$ cat src/rtl/cpu_pkg.sv
// Shared ISA constants for the simple RISC CPU: opcodes, sequencer phases and datapath widths.
package cpu_pkg;

  localparam int unsigned ADDR_W   = 5;
  localparam int unsigned OPCODE_W = 3;

  localparam logic [OPCODE_W-1:0] HLT = 3'd0;
  localparam logic [OPCODE_W-1:0] SKZ = 3'd1;
  localparam logic [OPCODE_W-1:0] ADD = 3'd2;
  localparam logic [OPCODE_W-1:0] AND = 3'd3;
  localparam logic [OPCODE_W-1:0] XOR = 3'd4;
  localparam logic [OPCODE_W-1:0] LDA = 3'd5;
  localparam logic [OPCODE_W-1:0] STO = 3'd6;
  localparam logic [OPCODE_W-1:0] JMP = 3'd7;

  typedef enum logic [2:0] {
    INST_ADDR  = 3'd0,
    INST_FETCH = 3'd1,
    INST_LOAD  = 3'd2,
    IDLE       = 3'd3,
    OP_ADDR    = 3'd4,
    OP_FETCH   = 3'd5,
    ALU_OP     = 3'd6,
    STORE      = 3'd7
  } phase_e;

  // Opcodes that read an operand from memory and write the accumulator.
  function automatic logic is_aluop(input logic [OPCODE_W-1:0] op);
    return (op == ADD) || (op == AND) || (op == XOR) || (op == LDA);
  endfunction

endpackage

$ cat src/rtl/cpu_controller.sv
// Eight-phase instruction sequencer: phase register, sticky halted flag and a
// combinational strobe decode of the registered phase, opcode and zero flag.
module cpu_controller
  import cpu_pkg::*;
(
  input  logic                clk,
  input  logic                rst,
  input  logic [OPCODE_W-1:0] opcode,
  input  logic                zero,
  output logic                sel,
  output logic                rd,
  output logic                ld_ir,
  output logic                inc_pc,
  output logic                ld_pc,
  output logic                ld_ac,
  output logic                wr,
  output logic                data_e,
  output logic                halt,
  output logic [2:0]          phase
);

  phase_e phase_q, phase_d;
  logic   halted_q, halted_d;

  always_ff @(posedge clk) begin
    if (rst) begin
      phase_q  <= INST_ADDR;
      halted_q <= 1'b0;
    end else begin
      phase_q  <= phase_d;
      halted_q <= halted_d;
    end
  end

  // Next phase and strobes; reset masks every output in the same cycle.
  always_comb begin
    phase_d  = phase_e'(3'(phase_q) + 3'd1);
    halted_d = halted_q;
    sel      = 1'b0;
    rd       = 1'b0;
    ld_ir    = 1'b0;
    inc_pc   = 1'b0;
    ld_pc    = 1'b0;
    ld_ac    = 1'b0;
    wr       = 1'b0;
    data_e   = 1'b0;
    halt     = 1'b0;
    phase    = 3'(phase_q);

    if (rst) begin
      phase = 3'd0;
    end else if (halted_q) begin
      // Halted parks the phase register at OP_ADDR until reset.
      halt    = 1'b1;
      phase_d = phase_q;
    end else begin
      unique case (phase_q)
        INST_ADDR: sel = 1'b1;
        INST_FETCH: begin
          sel = 1'b1;
          rd  = 1'b1;
        end
        INST_LOAD, IDLE: begin
          sel   = 1'b1;
          rd    = 1'b1;
          ld_ir = 1'b1;
        end
        OP_ADDR: begin
          if (opcode == HLT) begin
            halt     = 1'b1;
            halted_d = 1'b1;
            phase_d  = OP_ADDR;
          end else begin
            inc_pc = 1'b1;
          end
        end
        OP_FETCH: rd = is_aluop(opcode);
        ALU_OP: begin
          rd     = is_aluop(opcode);
          inc_pc = (opcode == SKZ) && zero;
          ld_pc  = (opcode == JMP);
          data_e = (opcode == STO);
        end
        STORE: begin
          rd     = is_aluop(opcode);
          ld_ac  = is_aluop(opcode);
          wr     = (opcode == STO);
          data_e = (opcode == STO);
        end
        default: ;
      endcase
    end
  end

endmodule

$ cat config.mk
export PLATFORM = sky130hd
export DESIGN_NAME = cpu_controller
export DESIGN_NICKNAME = d
export VERILOG_FILES = /design/src/rtl/cpu_pkg.sv /design/src/rtl/cpu_controller.sv
export SDC_FILE = /design/constraint.sdc
export NUM_CORES = 1
export LEC_CHECK = 0
export BUFFER_PORTS_ARGS = -buffer_cell sky130_fd_sc_hd__buf_2
export CORE_AREA = 2 2 39 41
export DETAILED_ROUTE_END_ITERATION = 12
export DIE_AREA = 0 0 41 43
export PLACE_DENSITY_LB_ADDON = 0.1
export SKIP_CTS_REPAIR_TIMING = 1
export SLEW_MARGIN = 20
export SYNTH_ARGS = -nofsm -noshare
export SYNTH_HDL_FRONTEND = slang
export SYNTH_SLANG_ARGS = --single-unit
$ cat constraint.sdc
create_clock -name clk -period 1.56 [get_ports clk]
set_clock_uncertainty 0.05 [all_clocks]
set_input_delay 0 -clock clk [delete_from_list [all_inputs] [get_ports clk]]
set_output_delay 0 -clock clk [all_outputs]
set_load 0.01 [all_outputs]
==> results of run 1 <==
routing by layer:
layer | GRT usage [%] | wire length [um] | vias to the layer above
li1 | - | - | 228
met1 | 16.6 | 507 | 198
met4 | 4.00 | 0 | 0
met3 | 7.85 | 76 | 0
met5 | 0 | 0 | -
met2 | 18.1 | 505 | 15
sequential cells by signal, summed over array words and instances (netlist names):
register / cells
phase_q: 3
halted_q: 1
cell type report:
type / instances / area, um2
clock buffers: 3 / 22.5
fillers: 137 / 702
inverters: 3 / 16.3
multi-input cells: 41 / 398
flip-flops and latches: 4 / 87.6
well taps: 16 / 20.0
repair buffers: 24 / 138
worst max-delay path, cell delays in order (launching register included):
cell and delay [ns]:
dfxtp_4 0.37, inv_4 0.07, ha_4 0.14, or2_4 0.13
a21oi_4 0.05, a2111oi_4 0.33, buf_2 0.18
Yosys cell counts (all sizes together):
cell type  count  area, um2
nor2           7       26.3
and3           1       7.51
mux2i          1       10.0
nand3          2       10.0
a2111oi        1       15.0
dfxtp          4       80.1
nor3b          1       7.51
nor3           3       20.0
a311o          1       10.0
o21a           1       7.51
clkbuf         2       7.51
inv            3       11.3
a31oi          1       6.26
or2            1       6.26
and2           1       6.26
o22ai          1       6.26
a21boi         1       7.51
a221oi         1       8.76
nand2          3       11.3
o21ai          1       5.00
a21oi          4       20.0
xor2           1       8.76
ha             7       87.6
or3b           1       8.76
final timing paths:
check	startpoint	slack (ns)	cells after the start	endpoint
setup reg to reg	phase_q[0]$_SDFFE_PP0N_	0.24	5	phase_q[0]$_SDFFE_PP0N_
hold reg to reg	phase_q[1]$_SDFFE_PP0N_	0.53	2	phase_q[1]$_SDFFE_PP0N_
hold / removal	rst	0.03	2	phase_q[0]$_SDFFE_PP0N_
setup / recovery	phase_q[0]$_SDFFE_PP0N_	0.004	6	rd
layout by cell type (no fill, tap or decap), types with 2 or more instances in the layout:
cell,instances
dfxtp_1,2
ha_4,6
clkbuf_4,3
nor2_1,7
buf_4,7
dfxtp_4,2
nand2_1,3
a21oi_1,3
inv_4,2
nor3_1,2
nand3_1,2
buf_2,17
report_power, final:
part	internal (mW)	switching, mW
combinational	0.0924	0.0865
clock	0.0862	0.0453
sequential	0.112	0.0213
through the flow:
step | TNS [ns] | std cells | hold slack [ns]
after floorplan | 0 | 50 | 0.000298
after global placement | -0.148 | 86 | 0.252
after detailed placement | -0.104 | 86 | 0.254
after CTS | -0.813 | 89 | 0.00793
after global routing | -0.203 | 91 | 0.0292
final | 0 | 91 | 0.0266
kinds of logic after synthesis:
| kind of cell | Yosys count | share of synthesized area, % |
|---|---|---|
| flip-flops | 4 | 20.3 |
| XOR/XNOR | 1 | 2.22 |
| AO/OA/AOI/OAI | 12 | 21.8 |
| adder cells (fa/ha/maj) | 7 | 22.2 |
| buffers and inverters | 5 | 4.75 |
| AND/OR/NAND/NOR | 20 | 26.3 |
| multiplexers | 1 | 2.53 |
==> impl_metrics.py, run 1 <==
metrics = {
    "layout": {
        "fin_nets": 90,
        "syn_to_final_growth_pct": 72.5,
        "postLayoutCoreUtil_pct": 49.3,
        "design_area_um2": 682,
        "diodes": 0,
        "drive_gt1_share_pct": 58.7,
    },
    "routing": {
        "drc_errors": 0,
        "num_vias": 441,
        "wirelength_mm": 1.09,
        "vias_per_cell": 4.85,
        "first_pass_iters": 3,
        "ant_nets": 0,
        "drt-wirelength-per-cell_um": 12.0,
        "drtIter0Drc": 1,
    },
    "power_and_ir_drop": {
        "p_total_uw": 444,
        "powerDensity_nw_per_um2": 651,
        "peakVddDrop_uv": 415,
        "cellLeakagePower_nw": 0.292,
    },
    "sta": {
        "fin_ws_ns": 0.00367,
        "finalCritPeriodShare_pct": 99.8,
        "finalSetupViolCount": 0,
        "maxSlewViolCount": 0,
        "fmax_ghz": 0.643,
        "fin_crit_ns": 1.56,
        "tightestPinTransition_ns": 0.370,
        "rsz0062_at_grt": "true",
        "maxSlewHeadroom_pct": 75.3,
        "hold_violations": 0,
    },
    "synthesis": {
        "netlist_instances": 50,
        "synth_fp_nets": 63,
        "avgSynthCellArea_um2": 7.91,
        "yosysWarnings": 0,
        "synth_area_um2": 395,
        "seq_area_frac_synth_pct": 20.3,
        "synth_seq_cells": 4,
        "ys_types": 25,
    },
    "critical_path": {
        "path_max_fanout": 5,
        "crit_required_ns": 1.51,
        "cp-end-kind": "output port",
        "path_class": "flop to output port",
        "critPathLaunchType": "flop",
        "cp.arrival_ns": 1.51,
    },
    "floorplanning": {
        "row_count": 14,
        "die_area_um2": 1760,
        "top_level_ports": 18,
        "die_h_um": 43,
        "coreArea_um2": 1380,
        "start_util_pct": 28.6,
        "die-width_um": 41,
    },
    "global_routing": {
        "grt_pass1_vias": 365,
        "antenna_found_initial": 0,
        "grt_max_degree": 11,
        "grt_usage_pct": 13.1,
        "grt_pass1_wl_mm": 1.52,
        "grt_overflow_total": 0,
    },
    "clock_tree": {
        "cts_buffers": 3,
        "clockRootBuffer": "clkbuf_4",
        "numClockSinks": 4,
        "cts_tree": "done",
        "insertion_delay_ns": 0.24,
        "clk_pin_slew_ns": 0.04,
        "cts_buffer_depth": 2,
        "htreeDepth": 1,
    },
    "place": {
        "pre_cts_ws_ns": -0.0647,
        "gp_congestion": 0.682,
        "io_buffers": 17,
        "place_area_um2": 531,
        "dp_hpwl_um": 806,
    },
    "job": {
        "max_cap_viol_count": 0,
    },
    "outcome": {
        "status": "finished clean",
    },
    "hold_path": {
        "min_path_type": "input pin to flop",
    },
}
(Power assumes the default switching activity.)
==> run 2: changes to the inputs <==
--- a/config.mk
+++ b/config.mk
@@ -9,6 +9,7 @@
 export CORE_AREA = 2 2 39 41
 export DETAILED_ROUTE_END_ITERATION = 12
 export DIE_AREA = 0 0 41 43
+export MAX_ROUTING_LAYER = met4
 export PLACE_DENSITY_LB_ADDON = 0.1
 export SKIP_CTS_REPAIR_TIMING = 1
 export SLEW_MARGIN = 20
==> constraint.sdc (replaced) <==
create_clock -name clk -period 1.6 [get_ports clk]
set_clock_uncertainty 0.05 [all_clocks]
set_input_delay 0 -clock clk [delete_from_list [all_inputs] [get_ports clk]]
set_output_delay 0 -clock clk [all_outputs]
set_load 0.01 [all_outputs]
==> run 2 against run 1 <==
Sequential cell count stayed put. Worst setup slack better by 0.034 ns. Sequential power hardly changed. Combinational power is 11% lower. Hold slack better by 0.0067 ns. Largest cell class unchanged.
==> impl_metrics.py, run 2 (same netlist as run 1, synthesis figures left out) <==
metrics = {
    "global_routing": {
        "grt_usage_pct": 13.4,
        "grt_overflow_total": 0,
        "grt_pass1_vias": 351,
        "grt_pass1_wl_mm": 1.53,
        "antenna_found_initial": 0,
        "grt_max_degree": 11,
    },
    "sta": {
        "rsz0062_at_grt": "true",
        "fin_ws_ns": 0.0377,
        "tightestPinTransition_ns": 0.364,
        "finalCritPeriodShare_pct": 97.6,
        "maxSlewHeadroom_pct": 75.7,
        "fmax_ghz": 0.640,
        "hold_violations": 0,
        "fin_crit_ns": 1.56,
        "maxSlewViolCount": 0,
        "finalSetupViolCount": 0,
        "holdWs_ns": 0.0333,
    },
    "layout": {
        "largest_reg_flops": 3,
        "multi_input_area_um2": 392,
        "regMostFlops": "phase_q",
        "fin_nets": 87,
        "design_area_um2": 654,
        "layout_commonest_cell": "buf_2",
        "layout_common_cells": "17 x buf_2, 7 x nor2_1, 5 x ha_4",
        "reg.largest.list": "phase_q: 3 flops, halted_q: 1 flops",
        "final_cells": 88,
        "drive_gt1_share_pct": 59.7,
        "fillCellCount": 140,
        "syn_to_final_growth_pct": 65.5,
        "diodes": 0,
        "seq_area_um2": 88.8,
    },
    "critical_path": {
        "cp.arrival_ns": 1.51,
        "r2r_cells": 5,
        "cp-startpoint": "phase_q[1]$_SDFFE_PP0N_",
        "path_max_fanout": 4,
        "path_class": "flop to output port",
        "crit_required_ns": 1.55,
        "cp-end-kind": "output port",
        "ff2ff_setup_slack_ns": 0.25,
        "r2r_end": "phase_q[0]$_SDFFE_PP0N_",
        "critPathLaunchType": "flop",
        "r2r-start": "phase_q[0]$_SDFFE_PP0N_",
        "endpoint": "rd",
    },
    "floorplanning": {
        "die_area_um2": 1760,
        "die_h_um": 43,
        "coreArea_um2": 1380,
        "start_util_pct": 28.6,
        "row_count": 14,
        "top_level_ports": 18,
        "die-width_um": 41,
    },
    "power_and_ir_drop": {
        "cellLeakagePower_nw": 0.276,
        "p_total_uw": 414,
        "powerDensity_nw_per_um2": 633,
        "peakVddDrop_uv": 539,
    },
    "place": {
        "gp_congestion": 0.708,
        "io_buffers": 17,
        "place_area_um2": 508,
        "pre_cts_ws_ns": -0.0161,
        "dp_hpwl_um": 797,
        "dp_cells": 83,
    },
    "routing": {
        "drt-wirelength-per-cell_um": 12.6,
        "first_pass_iters": 4,
        "drc_errors": 0,
        "ant_nets": 0,
        "drtIter0Drc": 13,
        "num_vias": 463,
        "wirelength_mm": 1.11,
        "vias_per_cell": 5.26,
    },
    "job": {
        "max_cap_viol_count": 0,
    },
    "clock_tree": {
        "clockRootBuffer": "clkbuf_4",
        "numClockSinks": 4,
        "insertion_delay_ns": 0.23,
        "cts_buffers": 3,
        "clk_pin_slew_ns": 0.03,
        "cts_buffer_depth": 2,
        "htreeDepth": 1,
        "cts_tree": "done",
    },
    "outcome": {
        "status": "finished clean",
    },
    "hold_path": {
        "min_path_type": "input pin to flop",
    },
}
## run 2: per-layer routing
layer | part of all wire (%) | vias to the layer above | routed length, um | GRT usage (%)
li1 | - | 224 | - | -
met1 | 41 | 221 | 449 | 16.7
met2 | 50 | 18 | 550 | 18.8
met3 | 9.7 | 0 | 107 | 7.85
met4 | 0 | 0 | 0 | 2.00
met5 | 0 | - | 0 | -
## run 2: layout make-up
class	instances	area share (%)
inverter	3	2.49
multi-input combinational	41	59.8
tap	16	3.06
clock buffer	3	3.44
sequential	4	13.6
timing repair buffer	21	17.6
## run 2: worst min path at each step
stage	startpoint	end	slack, ns	cells after the start
3_5_place_dp	opcode[0]	wr	0.26	3
6_report	rst	phase_q[1]$_SDFFE_PP0N_	0.03	2
4_1_cts	rst	phase_q[0]$_SDFFE_PP0N_	0.02	2
2_1_floorplan	opcode[0]	wr	0.0003	1
3_3_place_gp	opcode[0]	wr	0.26	3
5_1_grt	rst	phase_q[1]$_SDFFE_PP0N_	0.06	2
## run 2: stage by stage
| stage | TNS (ns) | util, % |
|---|---|---|
| 6_report | 0 | 47.3 |
| 4_1_cts | -0.576 | 38.3 |
| 5_1_grt | -0.0718 | 47.3 |
| 3_5_place_dp | -0.0161 | 36.7 |
| 3_3_place_gp | 0 | 36.7 |
| 2_1_floorplan | 0 | - |
## run 2: power breakdown
group | leakage (nW) | internal (mW) | switching [mW]
logic | 0.228 | 0.0775 | 0.0821
clock network | 0.0138 | 0.0837 | 0.0396
registers | 0.0345 | 0.110 | 0.0217
## run 2: worst max-delay path, cell delays in order (launching register included)
cell       delay [ns]
dfxtp_4          0.39
inv_4            0.06
ha_4             0.15
or2_4            0.25
a21oi_4          0.18
a2111oi_4        0.09
buf_2            0.16
